`config.mk`:
```
export PLATFORM = sky130hd
export DESIGN_NAME = acceptance_filter_config_flat
export DESIGN_NICKNAME = d
export VERILOG_FILES = /design/src/rtl/acceptance_filter_config_if.sv /design/src/rtl/acceptance_filter_config.sv /design/src/flat_wrapper.sv
export SDC_FILE = /design/constraint.sdc
export NUM_CORES = 1
export LEC_CHECK = 0
export ABC_CLOCK_PERIOD_IN_PS = 33000
export CORE_ASPECT_RATIO = 0.75
export CORE_MARGIN = 3
export CORE_UTILIZATION = 54
export DETAILED_ROUTE_END_ITERATION = 7
export PLACE_DENSITY = 0.91
export SLEW_MARGIN = 20
export SYNTH_ARGS = -nofsm -noshare
export SYNTH_HDL_FRONTEND = slang
export SYNTH_SLANG_ARGS = --single-unit
export TNS_END_PERCENT = 5
```
`constraint.sdc`:
```
create_clock -name i_sys_clk -period 33 [get_ports i_sys_clk]
set_input_delay 6.6 -clock i_sys_clk [delete_from_list [all_inputs] [get_ports i_sys_clk]]
set_output_delay 6.6 -clock i_sys_clk [all_outputs]
set_load 0.01 [all_outputs]
```
`src/rtl/acceptance_filter_config_if.sv`:
```
// Register-access bus of the acceptance filter configuration block.
// Strobes are single-cycle. The DUT answers each write with exactly one o_wr_ack or o_wr_err pulse and each read with one o_rd_valid pulse.
interface acceptance_filter_config_if;
  logic        i_wr_en;
  logic [3:0]  i_wr_addr;
  logic [31:0] i_wr_data;
  logic        o_wr_ack;
  logic        o_wr_err;
  logic        i_rd_en;
  logic [3:0]  i_rd_addr;
  logic [31:0] o_rd_data;
  logic        o_rd_valid;

  modport master (
    output i_wr_en, i_wr_addr, i_wr_data, i_rd_en, i_rd_addr,
    input  o_wr_ack, o_wr_err, o_rd_data, o_rd_valid
  );

  modport slave (
    input  i_wr_en, i_wr_addr, i_wr_data, i_rd_en, i_rd_addr,
    output o_wr_ack, o_wr_err, o_rd_data, o_rd_valid
  );
endinterface

```
`src/rtl/acceptance_filter_config.sv`:
```
// Holds the mask/ID registers and filter-pair enables for the acceptance filter.
// A UAF update waits for the filter to go idle, is applied, and then settles before the write is acknowledged.
module acceptance_filter_config #(
  parameter int SETTLE_CYCLES = 2
) (
  input  logic                        i_sys_clk,
  input  logic                        i_reset,
  acceptance_filter_config_if.slave   bus,
  input  logic                        i_filter_busy,
  output logic [31:0]                 o_afmr1,
  output logic [31:0]                 o_afmr2,
  output logic [31:0]                 o_afmr3,
  output logic [31:0]                 o_afmr4,
  output logic [31:0]                 o_afir1,
  output logic [31:0]                 o_afir2,
  output logic [31:0]                 o_afir3,
  output logic [31:0]                 o_afir4,
  output logic                        o_uaf1,
  output logic                        o_uaf2,
  output logic                        o_uaf3,
  output logic                        o_uaf4,
  output logic                        o_acfbsy,
  output logic [1:0]                  o_fsm_state
);

  typedef enum logic [1:0] {
    IDLE     = 2'd0,
    WAIT_FLT = 2'd1,
    APPLY    = 2'd2,
    SETTLE   = 2'd3
  } state_t;

  state_t      state;
  state_t      next_state;
  logic [31:0] afmr [4];
  logic [31:0] afir [4];
  logic [3:0]  uaf;
  logic [3:0]  pending;
  logic [3:0]  cnt;
  logic [1:0]  wr_idx;
  logic        wr_is_mask;
  logic        wr_is_id;
  logic        accept_reg;
  logic        accept_afr;
  logic        err_req;
  logic        done;
  logic        ack_req;
  logic        err_pend;
  logic [31:0] rd_mux;

  always_comb begin
    wr_idx = 2'd0;
    case (bus.i_wr_addr)
      4'd1, 4'd5: wr_idx = 2'd0;
      4'd2, 4'd6: wr_idx = 2'd1;
      4'd3, 4'd7: wr_idx = 2'd2;
      4'd4, 4'd8: wr_idx = 2'd3;
      default:    wr_idx = 2'd0;
    endcase
    wr_is_mask = (bus.i_wr_addr >= 4'd1) && (bus.i_wr_addr <= 4'd4);
    wr_is_id   = (bus.i_wr_addr >= 4'd5) && (bus.i_wr_addr <= 4'd8);
    // A mask/ID pair may only be rewritten while its filter pair is disabled.
    accept_reg = bus.i_wr_en && (state == IDLE) && (wr_is_mask || wr_is_id) && !uaf[wr_idx];
    accept_afr = bus.i_wr_en && (state == IDLE) && (bus.i_wr_addr == 4'd0);
    err_req    = bus.i_wr_en && !accept_reg && !accept_afr;
    done       = (state == SETTLE) && (cnt == 4'd1);
    ack_req    = accept_reg || done;
  end

  always_comb begin
    next_state = state;
    case (state)
      IDLE:     if (accept_afr) next_state = WAIT_FLT;
      WAIT_FLT: if (!i_filter_busy) next_state = APPLY;
      APPLY:    next_state = SETTLE;
      SETTLE:   if (cnt == 4'd1) next_state = IDLE;
      default:  next_state = IDLE;
    endcase
  end

  always_ff @(posedge i_sys_clk or posedge i_reset) begin
    if (i_reset) state <= IDLE;
    else         state <= next_state;
  end

  always_comb begin
    rd_mux = 32'd0;
    case (bus.i_rd_addr)
      4'd0:    rd_mux = {28'd0, uaf};
      4'd1:    rd_mux = afmr[0];
      4'd2:    rd_mux = afmr[1];
      4'd3:    rd_mux = afmr[2];
      4'd4:    rd_mux = afmr[3];
      4'd5:    rd_mux = afir[0];
      4'd6:    rd_mux = afir[1];
      4'd7:    rd_mux = afir[2];
      4'd8:    rd_mux = afir[3];
      default: rd_mux = 32'd0;
    endcase
  end

  always_ff @(posedge i_sys_clk or posedge i_reset) begin
    if (i_reset) begin
      for (int i = 0; i < 4; i++) begin
        afmr[i] <= 32'd0;
        afir[i] <= 32'd0;
      end
      uaf            <= 4'd0;
      pending        <= 4'd0;
      cnt            <= 4'd0;
      bus.o_wr_ack   <= 1'b0;
      bus.o_wr_err   <= 1'b0;
      err_pend       <= 1'b0;
      bus.o_rd_valid <= 1'b0;
      bus.o_rd_data  <= 32'd0;
    end else begin
      if (accept_reg) begin
        if (wr_is_mask) afmr[wr_idx] <= bus.i_wr_data;
        else            afir[wr_idx] <= bus.i_wr_data;
      end
      if (accept_afr) pending <= bus.i_wr_data[3:0];
      if (state == APPLY) begin
        uaf <= pending;
        cnt <= 4'(SETTLE_CYCLES);
      end else if (state == SETTLE) begin
        cnt <= cnt - 4'd1;
      end
      // A write rejected on the completion edge has its error held back one cycle so ack and err never overlap.
      bus.o_wr_ack   <= ack_req;
      bus.o_wr_err   <= !ack_req && (err_req || err_pend);
      err_pend       <= ack_req && (err_req || err_pend);
      bus.o_rd_valid <= bus.i_rd_en;
      if (bus.i_rd_en) bus.o_rd_data <= rd_mux;
    end
  end

  assign o_afmr1     = afmr[0];
  assign o_afmr2     = afmr[1];
  assign o_afmr3     = afmr[2];
  assign o_afmr4     = afmr[3];
  assign o_afir1     = afir[0];
  assign o_afir2     = afir[1];
  assign o_afir3     = afir[2];
  assign o_afir4     = afir[3];
  assign o_uaf1      = uaf[0];
  assign o_uaf2      = uaf[1];
  assign o_uaf3      = uaf[2];
  assign o_uaf4      = uaf[3];
  assign o_acfbsy    = (state != IDLE);
  assign o_fsm_state = state;

endmodule

```
`src/flat_wrapper.sv`:
```
// flat-port wrapper written by rule: the top's interface ports become plain ports
module acceptance_filter_config_flat 
#(
  parameter int SETTLE_CYCLES = 2
)
  (i_sys_clk, i_reset, i_filter_busy, o_afmr1, o_afmr2, o_afmr3, o_afmr4, o_afir1, o_afir2, o_afir3, o_afir4, o_uaf1, o_uaf2, o_uaf3, o_uaf4, o_acfbsy, o_fsm_state, bus_i_wr_en, bus_i_wr_addr, bus_i_wr_data, bus_i_rd_en, bus_i_rd_addr, bus_o_wr_ack, bus_o_wr_err, bus_o_rd_data, bus_o_rd_valid);
  acceptance_filter_config_if bus_i ();
  input  logic i_sys_clk;
  input  logic i_reset;
  input  logic i_filter_busy;
  output logic [31:0] o_afmr1;
  output logic [31:0] o_afmr2;
  output logic [31:0] o_afmr3;
  output logic [31:0] o_afmr4;
  output logic [31:0] o_afir1;
  output logic [31:0] o_afir2;
  output logic [31:0] o_afir3;
  output logic [31:0] o_afir4;
  output logic o_uaf1;
  output logic o_uaf2;
  output logic o_uaf3;
  output logic o_uaf4;
  output logic o_acfbsy;
  output logic [1:0] o_fsm_state;
  input wire logic [$bits(bus_i.i_wr_en)-1:0] bus_i_wr_en;
  input wire logic [$bits(bus_i.i_wr_addr)-1:0] bus_i_wr_addr;
  input wire logic [$bits(bus_i.i_wr_data)-1:0] bus_i_wr_data;
  input wire logic [$bits(bus_i.i_rd_en)-1:0] bus_i_rd_en;
  input wire logic [$bits(bus_i.i_rd_addr)-1:0] bus_i_rd_addr;
  output wire logic [$bits(bus_i.o_wr_ack)-1:0] bus_o_wr_ack;
  output wire logic [$bits(bus_i.o_wr_err)-1:0] bus_o_wr_err;
  output wire logic [$bits(bus_i.o_rd_data)-1:0] bus_o_rd_data;
  output wire logic [$bits(bus_i.o_rd_valid)-1:0] bus_o_rd_valid;
  assign bus_i.i_wr_en = bus_i_wr_en;
  assign bus_i.i_wr_addr = bus_i_wr_addr;
  assign bus_i.i_wr_data = bus_i_wr_data;
  assign bus_i.i_rd_en = bus_i_rd_en;
  assign bus_i.i_rd_addr = bus_i_rd_addr;
  assign bus_o_wr_ack = bus_i.o_wr_ack;
  assign bus_o_wr_err = bus_i.o_wr_err;
  assign bus_o_rd_data = bus_i.o_rd_data;
  assign bus_o_rd_valid = bus_i.o_rd_valid;
  acceptance_filter_config #(.SETTLE_CYCLES(SETTLE_CYCLES)) u_core (.i_sys_clk(i_sys_clk), .i_reset(i_reset), .bus(bus_i), .i_filter_busy(i_filter_busy), .o_afmr1(o_afmr1), .o_afmr2(o_afmr2), .o_afmr3(o_afmr3), .o_afmr4(o_afmr4), .o_afir1(o_afir1), .o_afir2(o_afir2), .o_afir3(o_afir3), .o_afir4(o_afir4), .o_uaf1(o_uaf1), .o_uaf2(o_uaf2), .o_uaf3(o_uaf3), .o_uaf4(o_uaf4), .o_acfbsy(o_acfbsy), .o_fsm_state(o_fsm_state));
endmodule
```
# ---- Yosys cells after proc, flatten, opt, wreduce, memory -nomap -nowiden
# Memories as Yosys holds them, arrays and structs flattened.
# Cells that the tools add are included.
dict set report totals {
  out_inout_bits 298
  inputBits 45
  regBits 306
  mem_bits_ro 32
  elab_cells 83
  memories 1
}
# name depth width read_ports rd_clocked_by_memory_dff wr line
set memory_table {}
lappend memory_table {{(name not given)} 16 2 1 0 0 acceptance_filter_config.sv:53} ;# case (bus.i_wr_addr)
dict set report op_classes {
  n_eq_ne 15
  n_reduce_logical 27
  muxes 13
  bitwise_logic 2
  magnitude_cmp 7
  n_addsub 1
}
# cell count
set op_table {}
lappend op_table {{32-bit one-hot mux with 9 select lines} 1}
lappend op_table {{128-bit bitwise mux} 2}
lappend op_table {{32-bit demux with 2-bit select} 1}
lappend op_table {{32-bit 2-to-1 mux} 1}
lappend op_table {{4-bit by 3-bit == test with 1-bit output, second input constant} 4}
lappend op_table {{1-bit logical AND} 12}
lappend op_table {{4-bit by 1-bit == test with 1-bit output, second input constant} 2}
lappend op_table {{4-bit by 2-bit == test with 1-bit output, second input constant} 2}
lappend op_table {{4-bit zero test} 2}
lappend op_table {{4-bit 2-to-1 mux} 2}
lappend op_table {{2-bit one-hot mux with 4 select lines} 1}
lappend op_table {{2-bit 2-to-1 mux} 3}
lappend op_table {{2-bit == test, second input constant} 2}
lappend op_table {{4-bit == test, second input constant} 1}
lappend op_table {{4-bit by 1-bit >= comparator with 1-bit output, second input constant} 1}
lappend op_table {{4-bit by 3-bit >= comparator with 1-bit output, second input constant} 1}
lappend op_table {{4-bit by 3-bit <= comparator with 1-bit output, second input constant} 1}
lappend op_table {{4-bit <= comparator, second input constant} 1}
lappend op_table {{1-bit zero test} 4}
lappend op_table {{2-bit != test, second input constant} 2}
lappend op_table {{2-bit AND reduction} 2}
lappend op_table {{2-bit nonzero test} 2}
lappend op_table {{4-bit by 1-bit subtractor with 4-bit output, second input constant} 1}
lappend op_table {{3-bit >= comparator, second input constant} 1}
lappend op_table {{11 further kinds} 13}

# ---- Depth between registers and ports, before layout
dict set report logic_depth {
  word_depth 10
  ltp_mapped 9
  ltp_nobuf 7
}

# ---- Worst setup path after synthesis
# Ideal clock, no wire load.
dict set report synth_timing {
  kind {input-to-reg}
  start {input port bus_i_wr_addr[0]}
  end {register u_core.afir, in the netlist u_core.o_afir4[1]}
  setup_ns 0.125
  t_arrival_ns 8.447
  cell_stages 8
  slack_ns 24.428
  n_path_buf 1
  required_ns 32.875
  path_cell_list {inv_1 -> ha_1 -> or3b_1 -> o22ai_1 -> nand4b_2 -> nor3b_4 -> buf_6 -> mux2_2}
}
dict set report synth_via {
  elab_chain_len 7
}
# element line
set synth_rtl {}
lappend synth_rtl {{from (decl)} flat_wrapper.sv:26} ;# input wire logic [$bits(bus_i.i_wr_addr)-1:0] bus_i_wr_addr;
lappend synth_rtl {{memory read 16 x 2 bit} n/a}
lappend synth_rtl {{2-bit NOT with 3-bit output (not written as such)} acceptance_filter_config.sv:119} ;# else afir[wr_idx] <= bus.i_wr_data;
lappend synth_rtl {{3-bit >= comparator (not written as such) or 3-bit by 1-bit < comparator with 1-bit output (tied branches)} acceptance_filter_config.sv:119}
lappend synth_rtl {{1-bit logical AND (not written as such)} acceptance_filter_config.sv:119}
lappend synth_rtl {{32-bit 2-to-1 mux (not written as such)} acceptance_filter_config.sv:119}
lappend synth_rtl {{32-bit demux with 2-bit select} acceptance_filter_config.sv:119}
lappend synth_rtl {{128-bit bitwise mux} acceptance_filter_config.sv:119}
lappend synth_rtl {{to (signal, indexed assignment)} acceptance_filter_config.sv:119}
lappend synth_rtl {{to (decl)} acceptance_filter_config.sv:36} ;# logic [31:0] afir [4];
# Parallel ways exist; a longest one is shown, timed or not. The select of a mux whose other input is x is not followed.
# A chain may end at the register's enable or synchronous reset.

# ---- Worst setup path in the final report
dict set report layout_timing {
  start {input port bus_i_wr_addr[0]}
  end {register u_core.afmr, in the netlist u_core.o_afmr3[6]}
}
dict set report layout_via {
  elab_chain_len 7
}
# element line
set layout_rtl {}
lappend layout_rtl {{memory read 16 x 2 bit} n/a}
lappend layout_rtl {{2-bit NOT with 3-bit output (not written as such)} acceptance_filter_config.sv:118} ;# if (wr_is_mask) afmr[wr_idx] <= bus.i_wr_data;
lappend layout_rtl {{3-bit >= comparator (not written as such) or 3-bit by 1-bit < comparator with 1-bit output (tied branches)} acceptance_filter_config.sv:118}
lappend layout_rtl {{1-bit logical AND (not written as such)} acceptance_filter_config.sv:118}
lappend layout_rtl {{32-bit 2-to-1 mux (not written as such)} acceptance_filter_config.sv:118}
lappend layout_rtl {{32-bit demux with 2-bit select} acceptance_filter_config.sv:118}
lappend layout_rtl {{128-bit bitwise mux} acceptance_filter_config.sv:118}
lappend layout_rtl {{to (signal, indexed assignment)} acceptance_filter_config.sv:118}
lappend layout_rtl {{to (decl)} acceptance_filter_config.sv:35} ;# logic [31:0] afmr [4];
# Parallel ways exist; a longest one is shown, timed or not. The select of a mux whose other input is x is not followed.

==> results.sh <==
export IMPL_critPathKind="in -> reg"
export IMPL_synth_yosys_seq_area_share_pct=55.51
export IMPL_syn_avg_cell_area_sq_um=13.30
export IMPL_final_seq_area_sq_um=7657
export IMPL_core_sq_um=24520
export IMPL_synth_cell_types=53
export IMPL_crit_path_max_incr_delay_ns=0.57
export IMPL_antenna_found_initial=0
export IMPL_final_cell_mix="clkdlybuf4s50_1, dfrtp_1, mux2_2, o22ai_1, inv_1"
export IMPL_drt_iter0_markers=993
export IMPL_htreeDepth=1
export IMPL_cp_required_ns=33.43
export IMPL_dp_cells=1662
export IMPL_netlist_area_sq_um=13800
export IMPL_worst_pin_slew_ns=1.141
export IMPL_hold_viol=0
export IMPL_path_cells="clkdlybuf4s50_1 > inv_1 > ha_1 > or3b_1 > o21ai_0 > nand4b_1 > nor2_4 > buf_4 > mux2_2"
export IMPL_drv_slew=0
export IMPL_clkLatencyLatePin_ns=0.55
export IMPL_hold_path_class="reg -> reg"
export IMPL_grt_pass1_wl_um=71750
export IMPL_grt_overflow_total=0
export IMPL_clock_path_buffers=3
export IMPL_min_period_over_period_pct=28.98
export IMPL_drive_above_1_share_pct=26.80
export IMPL_postCtsSetupRepairBufs=0
export IMPL_io_pins=343
export IMPL_critPathArrivalTime_ns=10.00
export IMPL_tritoncts="yes"
export IMPL_drtPass1Iterations=5
export IMPL_clock_skew_ns=0.01144
export IMPL_cts_hold_buf=0
export IMPL_ctsResizeCount=0
export IMPL_slew_headroom_pct=23.57
export IMPL_layout_min_cycle_time_ns=9.563
export IMPL_drv_cap=0
export IMPL_fill_cells=1500
export IMPL_end_kind="flop"
export IMPL_worst_slack_ns=23.44
export IMPL_path_max_fanout=18
export IMPL_rsz0062_at_grt="no"
export IMPL_postRouteAntennaNets=0
export IMPL_layout_commonest_cell="clkdlybuf4s50_1"
export IMPL_syn_inst=1037
export IMPL_vias=11050
export IMPL_final_nets=1422
export IMPL_fmax_mhz=104.6
export IMPL_leakage_nw=8.188
export IMPL_root_buffer="clkbuf_16"
export IMPL_synth_seq_cells=306
export IMPL_synthFlopType="dfrtp_1"
export IMPL_io_buffers=342
export IMPL_fin_setup_tns_ns=0
export IMPL_startpoint_type="input pin"
export IMPL_num_rows=49
export IMPL_grt_pass1_vias=11430
export IMPL_synth_nets=1094
export IMPL_dp_slack_ns=23.09
export IMPL_place_hpwl_um=31840
export IMPL_yosys_warnings=0
export IMPL_die_area_sq_um=27520
export IMPL_initial_core_util_pct=56.26
export IMPL_numClockSinks=306
export IMPL_cts_buffers=31
export IMPL_gp_congestion=0.8769
export IMPL_setup_viol=0
export IMPL_route_detailed_drc=0
export IMPL_ir_drop_uv=51.27
export IMPL_run_status="finished clean"
export IMPL_vias_per_cell=6.430
export IMPL_fin_cells=1719
export IMPL_area_growth_pct=35.23
export IMPL_die_width_um=190.6
export IMPL_synth_edf_count=0
export IMPL_grt_util_all_layers_pct=34.87
export IMPL_power_density_nw_per_um2=82.76
export IMPL_ys_async_sr_fraction_pct=100.0
export IMPL_grt_max_degree=144
export IMPL_die_height_um=144.4
export IMPL_multi_input_area_sq_um=5718
export IMPL_critPathSlowestCell="nor2_4"
export IMPL_fin_util_pct=76.07
export IMPL_wl_per_cell_um=28.53
export IMPL_wl_um=49050
export IMPL_clk_pin_slew_ns=0.07
export IMPL_antenna_cells=0
-- area by class of cell --
type	count	area share [%]
clock buffer	39	4.641
clock inverter	17	1.214
inverter	45	0.9457
multi-input combinational	619	30.65
sequential	306	41.05
tap	331	2.220
timing repair buffer	362	19.28
-- cells by family after synthesis --
logic type,after synthesis,share of synthesized area (%)
AOI/OAI and AO/OA,182,9.577
xor gates and xnor gates,4,0.2540
adders and majority gates,12,1.088
buffers and inverters,112,3.546
DFF,306,55.51
muxes,316,25.85
and+or+nand+nor,105,4.181
-- worst max-delay path, delay by kind of cell --
family	cells	cell delay [ns]
adders and majority gates	1	0.31
and+or+nand+nor	3	1.32
AOI/OAI and AO/OA	1	0.22
muxes	1	0.39
buffers and inverters	3	1.13
-- flip-flops by register name, summed over array words and instances (netlist names), 2 cells and up --
register / flops
u_core.bus.o_rd_data: 32
u_core.o_afir1: 32
u_core.o_afir2: 32
u_core.o_afir3: 32
u_core.o_afir4: 32
u_core.o_afmr1: 32
u_core.o_afmr2: 32
u_core.o_afmr3: 32
u_core.o_afmr4: 32
u_core.cnt: 4
u_core.pending: 4
u_core.uaf: 4
u_core.o_fsm_state: 2
-- where the power goes --
| part | internal [mW] | total [mW] | switching, mW | leakage, nW |
|---|---|---|---|---|
| Clock | 0.225 | 0.378 | 0.154 | 0.539 |
| Sequential | 0.498 | 0.615 | 0.117 | 4.03 |
| Combinational | 0.326 | 0.551 | 0.225 | 3.62 |
-- synth_stat cells (3+ instances only) --
cell type  number  area (sq um)
or2_2           3         18.77
o21ai_0        14         70.07
a211oi_1        8         60.06
nor2_1         24         90.09
buf_6           3         33.78
a221oi_1       21         183.9
buf_1           8         30.03
ha_1           12         150.1
buf_2          25         125.1
nor2b_1        16         100.1
o22ai_1        47         294.0
and2_1          4         25.02
a22oi_1        36         270.3
mux2_1         18         202.7
buf_4           4         30.03
nand2_1        23         86.33
clkbuf_1       27         101.4
nor2_2          3         18.77
a21oi_1        17         85.08
a222oi_1        4         40.04
a221o_1         4         40.04
mux4_2          4         90.09
mux2_2        264          2973
o2bb2ai_1       4         35.03
and3_1          3         18.77
a22o_1         13         113.9
nand3_1        12         60.06
dfrtp_1       306          7657
mux2i_1        30         300.3
o221ai_1        5         43.79
inv_1          44         165.2
-- per-stage QoR --
step | hold WS (ns) | power (mW) | cell area [sq um]
global placement | 0.4728 | 1.135 | 17500
detailed placement | 0.4807 | 1.158 | 17530
global route | 0.5209 | 1.603 | 18660
floorplan | 0.4645 | 0.8188 | 13800
CTS | 0.5047 | 1.542 | 18620
finish | 0.5060 | 1.544 | 18660
-- final timing paths --
check	endpoint	startpoint	depth (start not counted)	slack (ns)
max	u_core.o_afmr3[6]	bus_i_wr_addr[0]	9	23.44
min	u_core.pending[0]	u_core.pending[0]	1	0.51
max reg2reg	u_core.o_afir2[18]	u_core.o_fsm_state[0]	8	29.73
min reg2reg	u_core.pending[0]	u_core.pending[0]	1	0.51
max in group asynchronous	u_core.o_afmr4[9]	i_reset	3	24.91
min in group asynchronous	u_core.o_afmr1[5]	i_reset	2	6.61
-- routing by layer --
metal	GRT usage (%)	routed length, um	vias to the layer above
met2	56.82	22960	791
met4	12.58	1788	0
li1	-	-	4484
met5	0	0	-
met1	44.86	18330	5625
met3	10.54	5966	153
Note: power is estimated with default switching activity, not from simulation.
